File: src/rtl/time_setter_if.sv
// rtl/time_setter_if.sv - button inputs and display/commit outputs of time_setter
//
// Purpose: bundles the raw buttons and all outputs of time_setter.
//   master : drives buttons, observes outputs (board / testbench side)
//   slave  : time_setter side
// Signals:
//   btn_inc, btn_next, btn_load      raw asynchronous buttons
//   units_seconds .. tens_minutes    BCD digits being edited (4 bits each)
//   cursor                           active digit 0..3
//   editing                          high while in EDIT
//   seconds, minutes                 last committed binary time (6 bits each)
//   load                             one-cycle commit strobe

interface time_setter_if;
  logic       btn_inc;
  logic       btn_next;
  logic       btn_load;
  logic [3:0] units_seconds;
  logic [3:0] tens_seconds;
  logic [3:0] units_minutes;
  logic [3:0] tens_minutes;
  logic [1:0] cursor;
  logic       editing;
  logic [5:0] seconds;
  logic [5:0] minutes;
  logic       load;

  modport master (
    output btn_inc, btn_next, btn_load,
    input  units_seconds, tens_seconds, units_minutes, tens_minutes,
    input  cursor, editing, seconds, minutes, load
  );

  modport slave (
    input  btn_inc, btn_next, btn_load,
    output units_seconds, tens_seconds, units_minutes, tens_minutes,
    output cursor, editing, seconds, minutes, load
  );
endinterface

File: src/rtl/time_setter.sv
// rtl/time_setter.sv - debounced three-button mm:ss entry with BCD-to-binary commit
//
// Purpose: three raw buttons edit four BCD digits under a cursor; a load press
// converts the digits to binary seconds/minutes and strobes load for one cycle.
// Ports:
//   clk    system clock, rising edge
//   reset  asynchronous active-low reset
//   ts     time_setter_if.slave: raw buttons in; digits, cursor, editing,
//          seconds, minutes, load out
// Parameter:
//   DEBOUNCE_CYCLES  consecutive stable synchronized samples to accept a level (2..65535)

module time_setter #(
  parameter int DEBOUNCE_CYCLES = 16
) (
  input  logic         clk,
  input  logic         reset,
  time_setter_if.slave ts
);

  localparam int BTN_INC  = 0;
  localparam int BTN_NEXT = 1;
  localparam int BTN_LOAD = 2;

  // Counter reaches CNT_MAX on the DEBOUNCE_CYCLES-th consecutive differing sample.
  localparam logic [15:0] CNT_MAX = 16'(DEBOUNCE_CYCLES - 1);

  typedef enum logic [1:0] {
    ST_EDIT    = 2'd0,
    ST_CONVERT = 2'd1,
    ST_LOAD    = 2'd2
  } state_t;

  logic [2:0] raw;
  logic [2:0] evt;

  assign raw = {ts.btn_load, ts.btn_next, ts.btn_inc};

  // Per-button synchronizer + debouncer + rising-edge event.
  // The event is registered on the same edge that accepts the new high level,
  // so the FSM reacts DEBOUNCE_CYCLES+3 edges after the raw input is first sampled.
  for (genvar g = 0; g < 3; g++) begin : g_btn
    logic        sync1;
    logic        sync2;
    logic        level;
    logic        ev;
    logic [15:0] cnt;

    always_ff @(posedge clk or negedge reset) begin
      if (!reset) begin
        sync1 <= 1'b0;
        sync2 <= 1'b0;
        level <= 1'b0;
        ev    <= 1'b0;
        cnt   <= '0;
      end else begin
        sync1 <= raw[g];
        sync2 <= sync1;
        ev    <= 1'b0;
        if (sync2 != level) begin
          if (cnt == CNT_MAX) begin
            level <= sync2;
            cnt   <= '0;
            ev    <= sync2;   // only a 0->1 acceptance is an event
          end else begin
            cnt <= cnt + 16'd1;
          end
        end else begin
          // any sample matching the current level breaks the run
          cnt <= '0;
        end
      end
    end

    assign evt[g] = ev;
  end

  // Wrap to zero at the limit; values above the limit also wrap to zero.
  function automatic logic [3:0] bump(input logic [3:0] d, input logic [3:0] lim);
    return (d >= lim) ? 4'd0 : d + 4'd1;
  endfunction

  // tens*10 + units as tens*8 + tens*2 + units; maximum 59 fits in 6 bits.
  function automatic logic [5:0] to_bin(input logic [3:0] tens, input logic [3:0] units);
    logic [5:0] t;
    t = {2'b00, tens};
    return (t << 3) + (t << 1) + {2'b00, units};
  endfunction

  state_t     state;
  logic [3:0] us_q, ts_q, um_q, tm_q;
  logic [1:0] cursor_q;
  logic       editing_q;
  logic [5:0] sec_q, min_q;
  logic       load_q;
  logic [5:0] sec_calc, min_calc;

  // Digits are frozen outside EDIT, so the conversion seen in CONVERT is stable.
  always_comb begin
    sec_calc = to_bin(ts_q, us_q);
    min_calc = to_bin(tm_q, um_q);
  end

  always_ff @(posedge clk or negedge reset) begin
    if (!reset) begin
      state     <= ST_EDIT;
      us_q      <= 4'd0;
      ts_q      <= 4'd0;
      um_q      <= 4'd0;
      tm_q      <= 4'd0;
      cursor_q  <= 2'd0;
      editing_q <= 1'b1;
      sec_q     <= 6'd0;
      min_q     <= 6'd0;
      load_q    <= 1'b0;
    end else begin
      case (state)
        ST_EDIT: begin
          // load > next > inc; lower-priority events in the same cycle are dropped
          if (evt[BTN_LOAD]) begin
            state     <= ST_CONVERT;
            editing_q <= 1'b0;
          end else if (evt[BTN_NEXT]) begin
            cursor_q <= cursor_q + 2'd1;
          end else if (evt[BTN_INC]) begin
            case (cursor_q)
              2'd0:    us_q <= bump(us_q, 4'd9);
              2'd1:    ts_q <= bump(ts_q, 4'd5);
              2'd2:    um_q <= bump(um_q, 4'd9);
              default: tm_q <= bump(tm_q, 4'd5);
            endcase
          end
        end
        ST_CONVERT: begin
          // results land together with load so they are new in the LOAD cycle
          state  <= ST_LOAD;
          sec_q  <= sec_calc;
          min_q  <= min_calc;
          load_q <= 1'b1;
        end
        ST_LOAD: begin
          state     <= ST_EDIT;
          load_q    <= 1'b0;
          editing_q <= 1'b1;
        end
        default: begin
          state     <= ST_EDIT;
          load_q    <= 1'b0;
          editing_q <= 1'b1;
        end
      endcase
    end
  end

  assign ts.units_seconds = us_q;
  assign ts.tens_seconds  = ts_q;
  assign ts.units_minutes = um_q;
  assign ts.tens_minutes  = tm_q;
  assign ts.cursor        = cursor_q;
  assign ts.editing       = editing_q;
  assign ts.seconds       = sec_q;
  assign ts.minutes       = min_q;
  assign ts.load          = load_q;

endmodule

File: src/flat_wrapper.sv
// flat-port wrapper written by rule: the top's interface ports become plain ports
module time_setter_flat 
#(
  parameter int DEBOUNCE_CYCLES = 16
)
  (clk, reset, ts_btn_inc, ts_btn_next, ts_btn_load, ts_units_seconds, ts_tens_seconds, ts_units_minutes, ts_tens_minutes, ts_cursor, ts_editing, ts_seconds, ts_minutes, ts_load);
  time_setter_if ts_i ();
  input  logic clk;
  input  logic reset;
  input wire logic [$bits(ts_i.btn_inc)-1:0] ts_btn_inc;
  input wire logic [$bits(ts_i.btn_next)-1:0] ts_btn_next;
  input wire logic [$bits(ts_i.btn_load)-1:0] ts_btn_load;
  output wire logic [$bits(ts_i.units_seconds)-1:0] ts_units_seconds;
  output wire logic [$bits(ts_i.tens_seconds)-1:0] ts_tens_seconds;
  output wire logic [$bits(ts_i.units_minutes)-1:0] ts_units_minutes;
  output wire logic [$bits(ts_i.tens_minutes)-1:0] ts_tens_minutes;
  output wire logic [$bits(ts_i.cursor)-1:0] ts_cursor;
  output wire logic [$bits(ts_i.editing)-1:0] ts_editing;
  output wire logic [$bits(ts_i.seconds)-1:0] ts_seconds;
  output wire logic [$bits(ts_i.minutes)-1:0] ts_minutes;
  output wire logic [$bits(ts_i.load)-1:0] ts_load;
  assign ts_i.btn_inc = ts_btn_inc;
  assign ts_i.btn_next = ts_btn_next;
  assign ts_i.btn_load = ts_btn_load;
  assign ts_units_seconds = ts_i.units_seconds;
  assign ts_tens_seconds = ts_i.tens_seconds;
  assign ts_units_minutes = ts_i.units_minutes;
  assign ts_tens_minutes = ts_i.tens_minutes;
  assign ts_cursor = ts_i.cursor;
  assign ts_editing = ts_i.editing;
  assign ts_seconds = ts_i.seconds;
  assign ts_minutes = ts_i.minutes;
  assign ts_load = ts_i.load;
  time_setter #(.DEBOUNCE_CYCLES(DEBOUNCE_CYCLES)) u_core (.clk(clk), .reset(reset), .ts(ts_i));
endmodule
File: config.mk
export PLATFORM = sky130hd
export DESIGN_NAME = time_setter_flat
export DESIGN_NICKNAME = d
export VERILOG_FILES = /design/src/rtl/time_setter_if.sv /design/src/rtl/time_setter.sv /design/src/flat_wrapper.sv
export SDC_FILE = /design/constraint.sdc
export NUM_CORES = 1
export LEC_CHECK = 0
export CORE_ASPECT_RATIO = 0.5
export CORE_UTILIZATION = 45
export CTS_BUF_LIST = sky130_fd_sc_hd__clkbuf_8
export DETAILED_ROUTE_END_ITERATION = 8
export DONT_BUFFER_PORTS = 1
export PLACE_DENSITY_LB_ADDON = 0.1
export SYNTH_ARGS = -nofsm -noshare
export SYNTH_HDL_FRONTEND = slang
export SYNTH_SLANG_ARGS = --single-unit
export TNS_END_PERCENT = 20
File: constraint.sdc
create_clock -name clk -period 4.2 [get_ports clk]
set_input_delay 0.63 -clock clk [delete_from_list [all_inputs] [get_ports clk]]
set_output_delay 0.63 -clock clk [all_outputs]
set_load 0.1 [all_outputs]
Word-level counts from Yosys, hierarchy flattened
Cells that the tools add are included.
{"block": "totals", "register_bits": 94, "output_inout_bits": 32, "elab_cells": 88}
{"block": "classes", "addsub": 12, "n_lt_le_gt_ge": 4, "eq_ne": 10, "n_mux": 21, "bitwise": 4, "n_reduce_logical": 12}
{"operator": "two-way mux 16 bit", "n": 6}
{"operator": "adder 16 x 1 -> 16 bit, second input constant", "n": 3}
{"operator": "equality test 16 x 4 -> 1 bit, second input constant", "n": 3}
{"operator": "AND reduction 5 bit", "n": 4}
{"operator": "adder 4 x 1 -> 4 bit, second input constant", "n": 4}
{"operator": "two-way mux 4 bit", "n": 4}
{"operator": "adder 6 x 4 -> 6 bit", "n": 2}
{"operator": "adder 6 x 5 -> 6 bit", "n": 2}
{"operator": ">= comparator 4 x 3 -> 1 bit, second input constant", "n": 2}
{"operator": ">= comparator 4 bit, second input constant", "n": 2}
{"operator": "AND reduction 2 bit", "n": 4}
{"operator": "two-way mux 1 bit", "n": 7}
{"operator": "equality test 2 x 1 -> 1 bit, second input constant", "n": 2}
{"operator": "zero test 2 bit", "n": 2}
{"operator": "NOT 1 bit", "n": 4}
{"operator": "case mux 1 bit (2 select lines)", "n": 2}
{"operator": "case mux 2 bit (2 select lines)", "n": 1}
{"operator": "!= test 1 bit", "n": 3}
{"operator": "AND reduction 3 bit", "n": 1}
{"operator": "OR reduction 3 bit", "n": 1}
{"operator": "adder 2 x 1 -> 2 bit, second input constant", "n": 1}
{"operator": "equality test 2 bit, second input constant", "n": 1}
{"operator": "two-way mux 2 bit", "n": 1}
{"operator": "!= test 2 x 1 -> 1 bit, second input constant", "n": 1}

Longest topological paths before layout
{"block": "logic_depth", "ltp_word": 4, "depth_mapped": 8, "ltp_nobuf": 8}

Worst setup path before layout
Ideal clock, no wire load.
{"block": "synth_timing", "path_kind": "register -> register", "from": "register u_core.tm_q[0], in the netlist u_core.ts.tens_minutes[0]", "to": "register u_core.min_q[5], in the netlist u_core.ts.minutes[5]", "setup_ns": 0.137, "arrival_ns": 2.664, "required_ns": 4.063, "path_slack_ns": 1.399, "path_stages_with_launch": 9, "n_path_buf": 0, "period_less_slack_ns": 2.801, "cell_sequence": "dfrtp_1 -> inv_1 -> fa_1 -> inv_1 -> ha_1 -> a21o_1 -> a21oi_1 -> xnor2_1 -> o21ai_0"}
{"block": "synth_via", "elab_chain_len": 2}
{"item": "start, declared", "line_no": "time_setter.sv:91", "source": "logic [3:0] us_q, ts_q, um_q, tm_q;"}
{"item": "start signal, assigned", "line_no": "time_setter.sv:130", "source": "default: tm_q <= bump(tm_q, 4'd5);"}
{"item": "adder 6 x 5 -> 6 bit", "line_no": "time_setter.sv:87", "source": "return (t << 3) + (t << 1) + {2'b00, units};"}
{"item": "adder 6 x 4 -> 6 bit", "line_no": "time_setter.sv:87"}
{"item": "end signal, assigned", "line_no": "time_setter.sv:138", "source": "min_q <= min_calc;"}
{"item": "end, declared", "line_no": "time_setter.sv:94", "source": "logic [5:0] sec_q, min_q;"}
No other way between the ends.
A chain may end at the register's enable or synchronous reset.

Final worst setup path
{"block": "layout_timing", "from": "register u_core.ts_q[0], in the netlist u_core.ts.tens_seconds[0]", "to": "register u_core.sec_q[5], in the netlist u_core.ts.seconds[5]"}
{"block": "layout_via", "elab_chain_len": 2}
{"item": "start, declared", "line_no": "time_setter.sv:91"}
{"item": "start signal, assigned", "line_no": "time_setter.sv:128", "source": "2'd1: ts_q <= bump(ts_q, 4'd5);"}
{"item": "adder 6 x 5 -> 6 bit", "line_no": "time_setter.sv:87"}
{"item": "adder 6 x 4 -> 6 bit", "line_no": "time_setter.sv:87"}
{"item": "end signal, assigned", "line_no": "time_setter.sv:137", "source": "sec_q <= sec_calc;"}
{"item": "end, declared", "line_no": "time_setter.sv:94"}
No other way between the ends.

==> results.md <==
- Synth cell types: 35
- Cts repair resizes: 0
- Worst setup path class: register to register
- Hold_ws: 0.0939 ns
- Die height: 74.1 µm
- First-pass detailed-route iteration total: 4
- Final Hold Fails: 0
- GRT overflow: 0
- Worst setup SP type: register
- Sinks on Clock Net: 94
- Worst skew pair latency: 0.37 ns
- Vias in the first global route: 3006
- Mean Syn Cell Area: 10.3 µm²
- Setup WS pre-CTS: 1.75 ns
- Final period utilization: 58.2%
- Die width: 146 µm
- Clk_skew: 0.00616 ns
- Antenna violations before repair: 0
- PD cells: 308 nW/µm²
- HP Class: input port to asynchronous set/reset pin
- Root buffer cell: clkbuf_8
- Cell Area, Synth: 4680 µm²
- # setup viols final: 0
- FMAX: 409 MHz
- Main flop type after synthesis: dfrtp_1
- Cell count after synthesis: 456
- Top cells by count, synth: 93 x dfrtp_1, 57 x nor2_1, 39 x xnor2_1
- R2R depth: 9
- 1st-iter DRT viols: 114
- Ranking of synthesized cells by area: dfrtp_1 50%, ha_1 8.3%, xnor2_1 7.3%
- Worst setup margin: 1.76 ns
- Synthesized flop and latch total: 94
- DIE AREA: 10800 µm²
- Synth area leader: dfrtp_1
- Status: finished clean
- Max VDD drop: 137 µV
- Placed wire-length estimate: 5590 µm
- TNS Setup: 0 ns
- Crit end category: register
- Post-CTS setup buffer count: 0
- Power, Total: 1.57 mW
- Yosys top cell area share: 49.7%
- Worst-path clk slew: 0.09 ns
- Max-cap violation count: 0
- Final min period: 2.44 ns
- Routed WL: 8150 µm
- Number of port buffers: 0
- GR Util All Layers: 16.9%
- Critical path required time: 4.43 ns
- Clock buffer depth: 2
- ANT nets after route: 0
- CP Max Fanout: 8
- Post-synth EDFFs: 0
- Routed WL per cell: 13.4 µm
- Sequential-to-total area share from yosys stat: 50.3%
- Ant diodes: 0
- Relative slew slack: 31.3%
- Tightest Pin Transition: 1.03 ns
- Starting Density: 47.9%
- Ys Warns: 0
- GP Congestion: 0.774
- Leakage: 2.28 nW
- Std-Cell Rows: 25
- DRC viols: 0
- Largest net degree at the start of global routing: 94
- CTS H-Tree Depth: 3
- Final Max Tran Viols: 0
- Mapped Nets: 496
- Core area: 9760 µm²
- Layout cells sized above 1: 8.46%
- Area grow syn2layout: 9.01%
- Total CTS buffers: 9
- First-pass GRT wire length: 14300 µm
- Vias: 3066
- Core Util, Final: 52.3%
- Most common cell in the netlist: dfrtp_1
- Fraction of registers with async set/reset: 100%
- DR vias/cell: 5.04
- Crit path arrival time: 2.68 ns
- Layout Nets: 508
- I/O Pins: 37
- RSZ-0062 raised after global routing: false
- CTS tree: done
-- report_power, final --
| group | switching, mW | total [mW] | internal, mW |
|---|---|---|---|
| logic | 0.0281 | 0.0384 | 0.0103 |
| registers | 0.0100 | 0.924 | 0.914 |
| clock network | 0.317 | 0.606 | 0.289 |
| total | 0.355 | 1.57 | 1.21 |
-- path summary, 6_finish.rpt --
check                                               start                       to  slack, ns
worst max-delay path            u_core.ts.tens_seconds[0]     u_core.ts.seconds[5]       1.76
worst min-delay path                                reset        u_core.ts.editing       0.09
worst max register to register  u_core.ts.tens_seconds[0]     u_core.ts.seconds[5]       1.76
worst min register to register      u_core.g_btn[0].sync1    u_core.g_btn[0].sync2       0.35
max in group asynchronous                           reset  u_core.g_btn[0].cnt[12]       3.68
min in group clk                              ts_btn_next    u_core.g_btn[1].sync1       0.28
-- flip-flops by register name, indices dropped and copies added (netlist names) --
name                     cells
u_core.ts.cursor             2
u_core.ts.tens_seconds       4
u_core.ts.units_minutes      4
u_core.g_btn.cnt            48
u_core.ts.tens_minutes       4
u_core.g_btn.sync2           3
u_core.ts.load               1
u_core.g_btn.sync1           3
u_core.g_btn.level           3
u_core.g_btn.ev              3
u_core.ts.units_seconds      4
u_core.state                 2
u_core.ts.editing            1
u_core.ts.minutes            6
u_core.ts.seconds            6
-- placed cells by master (no fill, tap or decap), types with 6 or more instances in the layout --
master,netlist,final
buf_4,2,10
a21oi_1,9,9
inv_1,36,37
and3_1,6,6
nor2_1,57,57
ha_1,31,31
xnor2_1,39,39
nand3_1,20,20
nand2_1,32,32
nand4_1,17,17
mux2_2,8,8
xor2_1,11,11
nor4_1,21,21
o21ai_0,21,21
dfrtp_1,93,93
nor3_1,9,9
clkbuf_8,0,10
-- through the flow --
| stage | area [µm²] | cells |
|---|---|---|
| after floorplan | 4680 | 456 |
| after global placement | 4870 | 591 |
| after detailed placement | 4870 | 591 |
| after CTS | 5100 | 608 |
| after global routing | 5100 | 608 |
| final | 5100 | 608 |
-- area by class of cell --
type	count	area (µm²)
tap	135	169
multi-input combinational	316	2140
timing repair buffer	11	103
fill	908	4660
sequential	94	2350
inverter	36	135
clock buffer	10	138
clock inverter	6	62.6
-- worst max-delay path: stages, from the launching register on --
cell and delay, ns:
dfrtp_1 0.34, buf_4 0.32, inv_1 0.14, fa_1 0.61
inv_1 0.06, ha_1 0.28, a21o_1 0.17, a21oi_1 0.18
xnor2_1 0.13, o21ai_0 0.08
-- kinds of logic (layout without fill, tap and decap cells) --
group | after synthesis | count (layout) | synth area share [%]
AOI/OAI and AO/OA | 40 | 40 | 4.92
xor gates and xnor gates | 50 | 50 | 9.36
adders and majority gates | 35 | 35 | 10.0
buffers and inverters | 46 | 63 | 3.96
DFF | 94 | 94 | 50.3
muxes | 8 | 8 | 1.93
and+or+nand+nor | 183 | 183 | 19.5
-- per-layer routing --
metal  routed length (µm)  global-route usage [%]  vias up  part of all wire, %
met5                    0                       0        -                    0
met4                   81                    5.09        0                 0.99
met3                  412                    6.13        9                  5.1
met2                 3360                    25.6       53                   41
met1                 4290                    23.0     1436                   53
li1                     -                       -     1568                    -
-- what timing repair did --
item                                    in CTS  in global routing
hold buffers                                 1                  0
endpoints found under the setup margin       0                  0
endpoints found under the hold margin       93                  0
No activity file was read; power rests on OpenSTA's default activity.
